## src/rtl/board_io_ctrl.sv

```systemverilog
// Board front end: switch synchronise/debounce with edge pulses, core reset
// sequencing (power-up hold and switch-triggered re-reset) and status LED drivers.
module board_io_ctrl #(
   parameter int unsigned N_SW            = 5,
   parameter int unsigned DEBOUNCE_CYCLES = 100000,
   parameter int unsigned RST_SW          = 1,
   parameter int unsigned RST_HOLD        = 256,
   parameter int unsigned N_LED           = 4,
   parameter int unsigned BLINK_LOG2      = 24
) (
   input  logic               CLK,
   input  logic               RST,
   input  logic [N_SW-1:0]    sw_raw,
   output logic [N_SW-1:0]    sw_level,
   output logic [N_SW-1:0]    sw_press,
   output logic [N_SW-1:0]    sw_release,
   output logic               core_rst,
   input  logic [N_LED-1:0]   led_val,
   input  logic [2*N_LED-1:0] led_mode,
   output logic [N_LED-1:0]   led
);

   localparam int unsigned CW = $clog2(DEBOUNCE_CYCLES + 1);
   localparam int unsigned HW = $clog2(RST_HOLD + 1);
   localparam logic [CW-1:0] CNT_LAST = CW'(DEBOUNCE_CYCLES - 1);
   localparam logic [HW-1:0] HC_LAST  = HW'(RST_HOLD - 1);

   typedef enum logic [1:0] {
      HOLD     = 2'd0,
      RUN      = 2'd1,
      WAIT_REL = 2'd2
   } state_t;

   logic [N_SW-1:0] sync1;
   logic [N_SW-1:0] sync2;

   always_ff @(posedge CLK) begin
      if (RST) begin
         sync1 <= '0;
         sync2 <= '0;
      end else begin
         sync1 <= sw_raw;
         sync2 <= sync1;
      end
   end

   // Each channel keeps its own registers; the vectors are assembled below.
   for (genvar g = 0; g < N_SW; g++) begin : g_sw
      logic [CW-1:0] cnt;
      logic          lvl;
      logic          prs;
      logic          rel;

      always_ff @(posedge CLK) begin
         if (RST) begin
            cnt <= '0;
            lvl <= 1'b0;
            prs <= 1'b0;
            rel <= 1'b0;
         end else begin
            prs <= 1'b0;
            rel <= 1'b0;
            if (sync2[g] == lvl) begin
               cnt <= '0;
            end else if (cnt == CNT_LAST) begin
               cnt <= '0;
               lvl <= sync2[g];
               prs <= sync2[g];
               rel <= ~sync2[g];
            end else begin
               cnt <= cnt + CW'(1);
            end
         end
      end

      assign sw_level[g]   = lvl;
      assign sw_press[g]   = prs;
      assign sw_release[g] = rel;
   end

   state_t        state;
   state_t        state_nx;
   logic [HW-1:0] hc;
   logic [HW-1:0] hc_nx;

   always_ff @(posedge CLK) begin
      if (RST) begin
         state <= HOLD;
         hc    <= '0;
      end else begin
         state <= state_nx;
         hc    <= hc_nx;
      end
   end

   always_comb begin
      state_nx = state;
      hc_nx    = hc;
      case (state)
         HOLD: begin
            hc_nx = hc + HW'(1);
            if (sw_press[RST_SW])
               state_nx = WAIT_REL;
            else if (hc == HC_LAST)
               state_nx = RUN;
         end
         RUN: begin
            if (sw_press[RST_SW])
               state_nx = WAIT_REL;
         end
         WAIT_REL: begin
            if (!sw_level[RST_SW]) begin
               state_nx = HOLD;
               hc_nx    = '0;
            end
         end
         default: begin
            state_nx = HOLD;
            hc_nx    = '0;
         end
      endcase
   end

   assign core_rst = (state != RUN);

   logic [BLINK_LOG2-1:0] bc;
   logic                  phase;

   always_ff @(posedge CLK) begin
      if (RST)
         bc <= '0;
      else
         bc <= bc + BLINK_LOG2'(1);
   end

   assign phase = bc[BLINK_LOG2-1];

   for (genvar g = 0; g < N_LED; g++) begin : g_led
      logic [1:0]            mode;
      logic [BLINK_LOG2-1:0] sc;
      logic                  lq;

      assign mode = led_mode[2*g+1:2*g];

      always_ff @(posedge CLK) begin
         if (RST) begin
            sc <= '0;
            lq <= 1'b0;
         end else begin
            sc <= '0;
            case (mode)
               2'b00: lq <= 1'b0;
               2'b01: lq <= led_val[g];
               2'b10: lq <= led_val[g] & phase;
               default: begin
                  lq <= led_val[g] | (sc != '0);
                  if (led_val[g])
                     sc <= '1;
                  else if (sc != '0)
                     sc <= sc - BLINK_LOG2'(1);
               end
            endcase
         end
      end

      assign led[g] = lq;
   end

endmodule

```

## config.mk

```make
export PLATFORM = sky130hd
export DESIGN_NAME = board_io_ctrl
export DESIGN_NICKNAME = d
export VERILOG_FILES = /design/src/rtl/board_io_ctrl.sv
export SDC_FILE = /design/constraint.sdc
export NUM_CORES = 1
export LEC_CHECK = 0
export ABC_CLOCK_PERIOD_IN_PS = 2900
export BUFFER_PORTS_ARGS = -buffer_cell sky130_fd_sc_hd__clkbuf_2
export CORE_UTILIZATION = 62
export DETAILED_ROUTE_END_ITERATION = 8
export PLACE_DENSITY = 0.83
export SLEW_MARGIN = 20
export SYNTH_ARGS = -nofsm -noshare
export SYNTH_HDL_FRONTEND = slang
export SYNTH_SLANG_ARGS = --single-unit
```

## constraint.sdc

```tcl
create_clock -name CLK -period 2.9 [get_ports CLK]
set_clock_uncertainty 0.05 [all_clocks]
set_input_delay 0.145 -clock CLK [delete_from_list [all_inputs] [get_ports CLK]]
set_output_delay 0.145 -clock CLK [all_outputs]
set_load 0.01 [all_outputs]
```

; Yosys cells after proc, flatten, opt, wreduce, memory -nomap -nowiden
; Index checks and enable logic that the tools add are counted.
[totals]
reg_bits = 245
latchBits = 0
mem_bits_rw = 0
romBits = 0
out_inout_bits = 20
wordCells = 142
memories = 0
[op_classes]
n_addsub = 11
multipliers = 0
div_mod_pow = 0
order_cmp = 0
eq_ne = 25
n_shift = 0
muxes = 19
bitwise_logic = 24
reduce_logical = 30
[op_table]
columns = operator, count
row1 = 2-to-1 mux 24 bit, 8
row2 = nonzero test 24 bit, 4
row3 = subtractor 24 x 1 -> 24 bit (second input constant), 4
row4 = adder 17 x 1 -> 17 bit (second input constant), 5
row5 = equality test 17 bit (second input constant), 5
row6 = OR reduction 3 bit, 10
row7 = one-hot mux 9 bit (3 select lines), 1
row8 = adder 24 x 1 -> 24 bit (second input constant), 1
row9 = inverter 1 bit, 16
row10 = OR reduction 4 bit, 4
row11 = one-hot mux 1 bit (3 select lines), 4
row12 = AND reduction 2 bit, 6
row13 = equality test 2 x 1 -> 1 bit (second input constant), 5
row14 = equality test 2 bit (second input constant), 5
row15 = logical NOT 2 bit, 5
row16 = adder 9 x 1 -> 9 bit (second input constant), 1
row17 = equality test 9 x 8 -> 1 bit (second input constant), 1
row18 = 2-to-1 mux 9 bit, 1
row19 = 2-to-1 mux 2 bit, 4
row20 = one-hot mux 2 bit (3 select lines), 1
row21 = equality test 1 bit, 5
row22 = bitwise AND 1 bit, 4
row23 = != test 2 bit (second input constant), 2
row24 = bitwise OR 1 bit, 4
row25 = other kinds (3), 3

; Depth between registers and ports, before layout
; Gate-level depths: netlist (run 1).
[depth]
word_depth = 4
depth_mapped = 9
ltp_nobuf = 7

; Worst setup path before layout (run 1)
; OpenSTA, ideal clock, no wires.
[synth_timing]
path_kind = flip-flop to flip-flop
start = reg g_led[2].sc[15]
end = reg g_led[2].sc[0]
setup_ns = 0.133
t_arrival_ns = 1.918
required_time_ns = 2.717
setup_slack_ns = 0.799
path_stages_with_launch = 8
cell_sequence = dfxtp_1 > or4_4 > or3_1 > nor4_2 > or3_1 > buf_6 > buf_12 > a21oi_1
[synth_between]
elab_chain_cells = 3
[synth_lines]
columns = element, line_no
row1 = start: declaration, 140  ; logic [BLINK_LOG2-1:0] sc;
row2 = start signal: assignment, 160  ; sc <= sc - BLINK_LOG2'(1);
row3 = nonzero test 24 bit, 159  ; else if (sc != '0)
row4 = 2-to-1 mux 24 bit, 159
row5 = 2-to-1 mux 24 bit, 157  ; if (led_val[g])
; No other way between the ends.
; A chain may end at the register's enable or synchronous reset.

; Final worst setup path (run 1)
[layout_timing]
start = reg g_led[1].sc[14]
end = reg g_led[1].sc[11]
[layout_between]
elab_chain_cells = 3
[layout_lines]
columns = element, line_no
row1 = start: declaration, 140
row2 = start signal: assignment, 160
row3 = nonzero test 24 bit, 159
row4 = 2-to-1 mux 24 bit, 159
row5 = 2-to-1 mux 24 bit, 157
; No other way between the ends.

==> results of run 1 <==
layout make-up:
type	count	area, um2
clock buffers	37	761
repair buffers	68	448
fillers	1237	4780
clock inverters	6	80.1
inverters	31	116
multi-input cells	863	5340
well taps	220	275
flip-flops and latches	245	4900
synthesized netlist by cell type (all sizes together) (9+ instances only):
library cell,instances
dfxtp,245
nor2,178
xnor2,106
a21oi,104
xor2,73
nand2,65
nor3,52
nand3,49
nor4,37
buf,31
inv,30
clkbuf,29
nand4,26
or3,20
ha,16
or4,15
nor2b,14
nor3b,14
and3,11
nand2b,9
final timing paths:
path	endpoint	slack, ns	cells past startpoint
hold / removal	g_led[3].lq$_SDFF_PP0_	0.03	4
hold reg to reg	sync2[0]$_SDFF_PP0_	0.39	1
setup reg to reg	g_led[1].sc[11]$_SDFF_PP0_	0.59	6
setup / recovery	g_led[1].sc[11]$_SDFF_PP0_	0.59	6
logic make-up (layout without fill, tap and decap cells):
logic type      after synthesis  in the layout  synth area share [%]
compound gates              135            135                  6.94
fa+ha+maj                    16             16                  1.87
mux                           6              6                 0.561
flops                       245            245                  45.8
xor+xnor                    179            179                  14.6
buf+inv                      91            142                  4.38
simple gates                527            527                  25.8
metal layers:
layer / track usage, % / vias to the layer above / wire length (um)
li1: - / 4181 / -
met2: 39.0 / 97 / 9150
met3: 3.08 / 28 / 614
met5: 0 / - / 0
met4: 5.18 / 0 / 318
met1: 27.3 / 3762 / 8810
report_power, final:
part | switching (W) | total [W] | internal [W] | leakage (nW)
Combinational | 0.000429 | 0.000800 | 0.000371 | 1.90
Clock | 0.00124 | 0.00321 | 0.00198 | 0.420
Sequential | 0.0000854 | 0.00354 | 0.00346 | 1.99
stage by stage:
stage / area [um2] / std cells
detailed placement: 11000 / 1414
finish: 11900 / 1470
global placement: 11000 / 1414
global route: 11900 / 1470
floorplan: 10700 / 1199
CTS: 11900 / 1470
state kept, by name (all words and copies together) (netlist names):
signal,flops
g_sw.prs,5
bc,24
g_sw.cnt,85
hc,9
g_sw.lvl,5
sync1,5
state,2
g_led.sc,96
g_sw.rel,5
g_led.lq,4
sync2,5
critical path: stages, from the launching register on:
cell	delay, ns
dfxtp_1	0.34
or4_4	0.56
or3_1	0.38
nor3_1	0.23
or3_1	0.30
buf_4	0.24
a21oi_1	0.06
==> impl_metrics.yaml, run 1 <==
run_status:
  status: "completed"
placement:
  gp_congestion: 0.818
  dp_hpwl_um: 12400
  dpl_worst_slack_ns: 0.579
  port_buffers: 38
grt:
  grt-ovfl-total: 0
  grt_pass1_wl_um: 33200
  grt_usage_pct: 21.7
  antenna_found_initial: 0
  grt_pass1_vias: 7647
  grt_max_degree: 29
synth:
  synth_area_leaders: "dfxtp_1, xnor2_1, nor2_1"
  synth_cell_type_count: 52
  ys.flop_type: "dfxtp_1"
  yosysWarnings: 0
  synth_seq_cells: 245
  synth.largest_area_cell: "dfxtp_1"
  synth_edf_count: 0
  postSynthCellCount: 1199
  synth_async_sr_flop_share_pct: 0
  yosysSeqAreaShare_pct: 45.8
  synthDominantCellAreaShare_pct: 45.8
  syn_area_um2: 10700
  synth_fp_nets: 1234
  synth_area_per_cell_um2: 8.94
route:
  ant_nets: 0
  drcViolationCount: 0
  routedWlPerCell_um: 12.9
  drtPass1Iterations: 6
  drtIter0Drc: 325
  wirelength_um: 18900
  num_vias: 8068
  vias_per_cell: 5.49
cts:
  cts.sinks: 245
  tritoncts: "done"
  cts_resized: 0
  clock_latency_ns: 0.51
  cts_setup_buffers: 0
  cts_max_path_buffers: 3
  root_buffer: "clkbuf_16"
  clk_pin_slew_worst_paths_ns: 0.06
  cts_hold_buf: 13
  cts_htree_levels: 1
  numCtsBuffers: 25
timing:
  whs_ns: 0.0277
  fin_crit_sh_pct: 79.7
  tightestPinTransition_ns: 0.730
  fmax_ghz: 0.433
  finalCriticalPeriod_ns: 2.31
  hold_viol_final: 0
  setup_violations: 0
  grt_setup_unrepaired: "no"
  layout_setup_ws_ns: 0.589
  max_slew_margin_pct: 51.3
  drv_slew: 0
  setup_tns_ns: 0
floorplanning:
  coreArea_um2: 16700
  die_h_um: 133
  rows: 47
  die_area_um2: 17800
  initial_core_util_pct: 64.2
  io_pins: 39
  dieWidth_um: 133
run:
  maxCapViolations: 0
pwr:
  max-vdd-ir-drop_mv: 0.482
  power_w: 0.00755
  p_leak_nw: 4.31
  power_density_nw_per_um2: 633
worst_setup_path:
  cp-start-kind: "flop"
  crit_type: "flop to flop"
  critPathRequiredTime_ns: 3.21
  crit_start: "g_led[1].sc[14]$_SDFF_PP0_"
  cp_max_fo: 11
  crit_path_end_kind: "flop"
  r2r_start: "g_led[1].sc[14]$_SDFF_PP0_"
  cp.arrival_ns: 2.62
layout:
  drive_gt1_share_pct: 9.36
  mostFrequentLayoutCells: "dfxtp_1, nor2_1, xnor2_1"
  syn_to_final_growth_pct: 11.3
  final_common_cell: "dfxtp_1"
  antenna_cells: 0
  fin_nets: 1269
  fin_util_pct: 71.4
hold_path:
  hold_path.class: "input pin to flop"
  hold_path.startpoint: "led_mode[6]"
Power figures use the tool's default switching activity.
==> inputs of run 2 (changes only) <==
- ABC_CLOCK_PERIOD_IN_PS: 2900 -> 1900
- CORE_UTILIZATION: 62 -> 56
- PLACE_DENSITY: 0.83 -> 0.79
- clock period: 2.9 -> 1.9 ns (I/O delays scaled with it)
==> run 2 against run 1 <==
Net effect: the run now ends with negative hold slack, negative setup slack left; critical path depth stayed put; final cell count is 8.4% higher; total power is 75% higher; setup slack worse by 0.77 ns; register-to-register slack worse by 0.77 ns; first-iteration DRC count is 41% higher; fmax is 11% higher.
==> impl_metrics.yaml, run 2 (synthesized netlist as in run 1, its figures left out) <==
grt:
  grt_pass1_vias: 8353
  grt-ovfl-total: 0
  grt_max_degree: 25
  grt_pass1_wl_um: 37200
  antenna_found_initial: 0
  grt_usage_pct: 22.2
layout:
  fin_nets: 1374
  antenna_cells: 0
  mostFrequentLayoutCells: "dfxtp_1, nor2_1, xnor2_1"
  syn_to_final_growth_pct: 26.8
  drive_gt1_share_pct: 23.5
  top_regs: "g_led.sc x96, g_sw.cnt x85, bc x24"
  fillers: 1259
  final_design_area_no_fill_um2: 13600
  final_common_cell: "dfxtp_1"
  largest_register: "g_led.sc"
  fin_util_pct: 72.6
  largest_reg_flops: 96
cts:
  cts_max_path_buffers: 3
  numCtsBuffers: 27
  cts.sinks: 245
  clock_latency_ns: 0.53
  root_buffer: "clkbuf_16"
  clk_pin_slew_worst_paths_ns: 0.06
  cts_htree_levels: 1
  tritoncts: "done"
hold_path:
  hold_path.startpoint: "led_mode[6]"
  hold_path_depth: 4
  hold-path-endpoint: "g_led[3].lq$_SDFF_PP0_"
  hold_path.class: "input pin to flop"
route:
  num_vias: 8861
  ant_nets: 0
  routedWlPerCell_um: 15.4
  drtPass1Iterations: 4
  vias_per_cell: 5.56
  drcViolationCount: 0
  drtIter0Drc: 457
  wirelength_um: 24500
run_status:
  violations: "negative hold slack, negative setup slack"
  status: "complete, but fails checks"
pwr:
  max-vdd-ir-drop_mv: 0.642
  p_leak_nw: 5.07
  power_density_nw_per_um2: 972
worst_setup_path:
  cp_top_family: "simple AND/OR/NAND/NOR gates"
  cp.arrival_ns: 2.46
  rr_endpoint: "g_sw[4].cnt[12]$_SDFF_PP0_"
  worstPathCellList: "or4b_1, nor4_1, and4_1, or3_4, clkbuf_16, nor2_2"
  critPathBufInv: 1
  crit_path_end_kind: "flop"
  critPathRequiredTime_ns: 2.27
  r2r_slack_ns: -0.19
  cp-start-kind: "flop"
  cp_slowest_cell: "or4b_1"
  cp_max_fo: 8
  rr_worst_depth: 6
  slowest_delay_ns: 0.52
  crit_start: "g_sw[4].cnt[5]$_SDFF_PP0_"
  path_depth: 6
  crit_type: "flop to flop"
  r2r_start: "g_sw[4].cnt[5]$_SDFF_PP0_"
timing:
  fin_crit_sh_pct: 110
  hold_viol_final: 2
  drv_slew: 0
  fmax_ghz: 0.479
  tightestPinTransition_ns: 0.640
  max_slew_margin_pct: 57.3
  whs_ns: -0.0310
  finalCriticalPeriod_ns: 2.09
  layout_setup_ws_ns: -0.186
  setup_violations: 99
  grt_setup_unrepaired: "yes"
floorplanning:
  io_pins: 39
  dieWidth_um: 140
  rows: 50
  die_area_um2: 19700
  initial_core_util_pct: 57.3
  coreArea_um2: 18700
  die_h_um: 140
run:
  maxCapViolations: 0
placement:
  place_area_um2: 11700
  dp_hpwl_um: 13400
  port_buffers: 38
  gp_congestion: 0.808
run 2: cell count changes in the layout (fill, tap and decap cells not counted), moves of 11 or more:
cell,change
a21oi_1,-14
a21oi_2,+14
dfxtp_1,-11
nor2_1,-19
buf_4,+83
nor3_1,-13
dfxtp_2,+11
nor2_4,+11
run 2: what timing repair did:
| item | 4_1_cts | 5_1_grt |
|---|---|---|
| gates resized for setup | 17 | 106 |
| cloned | 0 | 4 |
| setup buffers | 3 | 12 |
| pin swaps | 8 | 44 |
| hold buffers | 18 | 0 |
| hold endpoints to repair | 20 | 0 |
| endpoints found under the setup margin | 70 | 130 |
run 2: worst min-delay path, cell delays in order:
cell,delay [ns]
clkbuf_2,0.09
a21oi_1,0.03
o21ai_0,0.12
and3b_1,0.17
run 2: power breakdown:
group | internal (W) | leakage, nW | switching (W) | total [W]
Sequential | 0.00528 | 1.99 | 0.000137 | 0.00541
Clock | 0.00387 | 0.510 | 0.00210 | 0.00598
Combinational | 0.000907 | 2.57 | 0.000910 | 0.00182
run 2: layout make-up:
type	instances	area (um2)	area share, %
Tap cell	234	293	2.15
Clock inverter	12	245	1.80
Sequential cell	245	4920	36.2
Multi-Input combinational cell	863	5850	43.0
Inverter	31	116	0.856
Timing Repair Buffer	171	1370	10.1
Clock buffer	38	797	5.87
run 2: through the flow:
stage | total power, W | instances | setup TNS [ns] | hold WS (ns) | setup slack [ns]
after floorplan | 0.00651 | 1199 | -1.32 | 0.169 | -0.0660
after global placement | 0.00690 | 1509 | -0.836 | 0.262 | -0.0492
after detailed placement | 0.00694 | 1509 | -3.51 | 0.262 | -0.138
after CTS | 0.0130 | 1580 | -2.65 | 0.0106 | -0.0708
after global routing | 0.0136 | 1594 | -15.00 | 0.0314 | -0.235
final | 0.0132 | 1594 | -7.92 | -0.0310 | -0.186
run 2: worst max-delay path by stage:
stage               slack [ns]                         end
floorplan                -0.07   g_led[2].sc[0]$_SDFF_PP0_
global placement         -0.05   g_led[2].sc[1]$_SDFF_PP0_
detailed placement       -0.14   g_led[2].sc[3]$_SDFF_PP0_
CTS                      -0.07   g_led[2].sc[7]$_SDFF_PP0_
global route             -0.24  g_sw[4].cnt[12]$_SDFF_PP0_
finish                   -0.19  g_sw[4].cnt[12]$_SDFF_PP0_
run 2: layer usage:
metal	share of wire, %	vias to the layer above	GRT usage (%)
met5	0	-	0
met4	2.5	0	7.69
met3	2.9	56	2.94
met2	51	165	39.7
met1	43	4246	27.4
li1	-	4394	-
==> inputs of run 3 (changes only) <==
- ABC_AREA: unset -> 1
==> run 3 against run 2 <==
Net effect: the flow now finishes without violations; area after synthesis grew 14%; global-route usage grew 0.41 points; wire length grew 0.78%; total power shrank 8.6%; clock-buffer cell count grew 1; final area grew 1.0%; synthesized cell count grew 47%; final cell count grew 33%; core utilization shrank 7.8 points; via count grew 25%; critical path type is now input pin to flop; highest routed layer unchanged.
==> impl_metrics.yaml, run 3 <==
timing:
  setup_tns_ns: 0
  setup_violations: 0
  whs_ns: 0.0550
  drv_slew: 0
  finalCriticalPeriod_ns: 1.87
  fmax_ghz: 0.535
  grt_setup_unrepaired: "no"
  fin_crit_sh_pct: 98.4
  hold_viol_final: 0
  max_slew_margin_pct: 64.0
  layout_setup_ws_ns: 0.0298
  tightestPinTransition_ns: 0.539
grt:
  grt_pass1_vias: 10200
  antenna_found_initial: 0
  grt_pass1_wl_um: 43000
  grt-ovfl-total: 0
  grt_max_degree: 24
  grt_usage_pct: 22.6
pwr:
  p_leak_nw: 5.87
  power_density_nw_per_um2: 879
  seqPwrFrac_pct: 44.6
  max-vdd-ir-drop_mv: 0.689
  p_int_w: 0.00897
  p_sw_w: 0.00310
  p_comb_share_pct: 12.7
  netSwitchingFraction_pct: 25.7
  pwr-share-clk_pct: 42.8
synth:
  synth_area_leaders: "dfxtp_1, nor2_1, nand2_1"
  synth_async_sr_flop_share_pct: 0
  synth_area_per_cell_um2: 6.89
  syn_area_um2: 12200
  yosysSeqAreaShare_pct: 40.3
  synth_fp_nets: 1802
  synth_seq_cells: 245
  yosysMostFrequentCell: "nor2_1"
  ys.flop_type: "dfxtp_1"
  synth_cell_type_count: 45
  postSynthCellCount: 1767
  synth_edf_count: 0
  synthDominantCellAreaShare_pct: 40.3
  yosysWarnings: 0
  yosys-top-cells-count: "nor2_1, nand2_1, dfxtp_1"
  synth.largest_area_cell: "dfxtp_1"
layout:
  antenna_cells: 0
  fin_util_pct: 64.9
  fin_nets: 1867
  layout.cells.non_filler: 2127
  largest_reg_flops: 96
  largest_register: "g_led.sc"
  top_regs: "g_led.sc x96, g_sw.cnt x85, bc x24"
  syn_to_final_growth_pct: 12.7
  mostFrequentLayoutCells: "nor2_1, nand2_1, dfxtp_1"
  fillers: 1838
  final_common_cell: "nor2_1"
  drive_gt1_share_pct: 8.96
floorplanning:
  coreArea_um2: 21200
  die_h_um: 149
  dieWidth_um: 149
  initial_core_util_pct: 57.6
  die_area_um2: 22300
  io_pins: 39
  rows: 53
worst_setup_path:
  cp_max_fo: 2
  cp.arrival_ns: 2.27
  crit_path_end_kind: "flop"
  r2r_start: "bc[23]$_SDFF_PP0_"
  slowest_delay_ns: 0.57
  cp_slowest_cell: "dlygate4sd3_1"
  rr_endpoint: "g_led[1].lq$_SDFF_PP0_"
  critPathRequiredTime_ns: 2.30
  crit_type: "input pin to flop"
  cpMostUsedCell: "dlygate4sd3_1"
  cp-start-kind: "input pin"
  rr_worst_depth: 4
  r2r_slack_ns: 0.20
  worstPathCellList: "dlygate4sd3_1, clkbuf_2, nand2_1, dlygate4sd3_1, a21o_1, dlygate4sd3_1, nor3_1"
cts:
  numCtsBuffers: 26
  clock_latency_ns: 0.52
  clk_pin_slew_worst_paths_ns: 0.06
  cts.sinks: 245
  cts_max_path_buffers: 3
  tritoncts: "done"
  cts_htree_levels: 1
  root_buffer: "clkbuf_16"
  cts_setup_buffers: 0
route:
  num_vias: 11000
  wirelength_um: 24700
  routedWlPerCell_um: 11.6
  drtPass1Iterations: 5
  drcViolationCount: 0
  ant_nets: 0
  drtIter0Drc: 521
  vias_per_cell: 5.19
run:
  maxCapViolations: 0
hold_path:
  hold_path.startpoint: "led_mode[6]"
  hold-path-endpoint: "g_led[3].sc[1]$_SDFF_PP0_"
  hold_path.class: "input pin to flop"
  hold_path_depth: 5
placement:
  dpl_worst_slack_ns: 0.259
  gp_congestion: 0.891
  port_buffers: 38
  dp_hpwl_um: 17500
  place_inst: 2053
run_status:
  status: "completed"
run 3: cell count changes in the layout (fill, tap and decap cells not counted), moves of 15 or more:
cell     change
nand3_1     +74
o21ai_0     +51
nor3_1      +20
xor2_1      -32
inv_1      +187
nand2_1    +264
nor2_1     +180
a21oi_1     +43
nor4_1      -20
buf_4       -85
xnor2_1     -87
or3_1       -15
a21oi_2     -15
nor2_2      +15
run 3: final cells by class:
type	instances	area, um2	share of cell area, %
flip-flops and latches	245	4900	35.7
clock buffers	39	791	5.76
repair buffers	80	583	4.25
inverters	225	845	6.15
clock inverters	9	103	0.748
multi-input cells	1254	6150	44.8
well taps	275	344	2.51
run 3: worst max path at each step:
stage                              start                         end
6_report                     led_mode[3]      g_led[1].lq$_SDFF_PP0_
5_1_grt                      led_mode[3]      g_led[1].lq$_SDFF_PP0_
4_1_cts                      led_mode[5]      g_led[2].lq$_SDFF_PP0_
3_5_place_dp   g_sw[4].cnt[0]$_SDFF_PP0_  g_sw[4].cnt[12]$_SDFF_PP0_
3_3_place_gp   g_sw[2].cnt[0]$_SDFF_PP0_   g_sw[2].cnt[2]$_SDFF_PP0_
2_1_floorplan         hc[0]$_SDFFE_PP0P_          hc[8]$_SDFFE_PP0P_
run 3: logic make-up after synthesis:
group / count (synthesis) / synth area share (%)
compound gates: 213 / 9.36
simple gates: 968 / 35.3
xor+xnor: 57 / 4.10
fa+ha+maj: 16 / 1.64
buf+inv: 268 / 9.29
flops: 245 / 40.3
run 3: layer usage:
metal / global-route usage, % / part of all wire [%] / up-vias
li1: - / - / 5785
met1: 28.7 / 46 / 4996
met2: 39.4 / 47 / 210
met5: 0 / 0 / -
met3: 3.17 / 4.0 / 56
met4: 7.24 / 2.2 / 0
run 3: worst max-delay path: cells and delay by family:
family | cells | cell delay [ns]
buffers and inverters | 4 | 1.77
AND/OR/NAND/NOR | 2 | 0.22
AO/OA/AOI/OAI | 1 | 0.19
run 3: metrics by stage:
step / instance area [um2] / power [W]
final: 13700 / 0.0121
after CTS: 13700 / 0.0122
after global placement: 12600 / 0.00692
after global routing: 13700 / 0.0126
after floorplan: 12200 / 0.00665
after detailed placement: 12600 / 0.00696
run 3: timing repair:
action                     4_1_cts  5_1_grt
hold buffers                    26        0
setup endpoints to repair        0        7
hold endpoints to repair        42        0
resized for setup                0        2
run 3: power groups by stage:
stage	clock network, W	logic, W	registers (W)
floorplan	0	0.00119	0.00546
global placement	0	0.00143	0.00549
detailed placement	0	0.00147	0.00549
CTS	0.00526	0.00152	0.00538
global route	0.00547	0.00176	0.00540
finish	0.00516	0.00153	0.00538
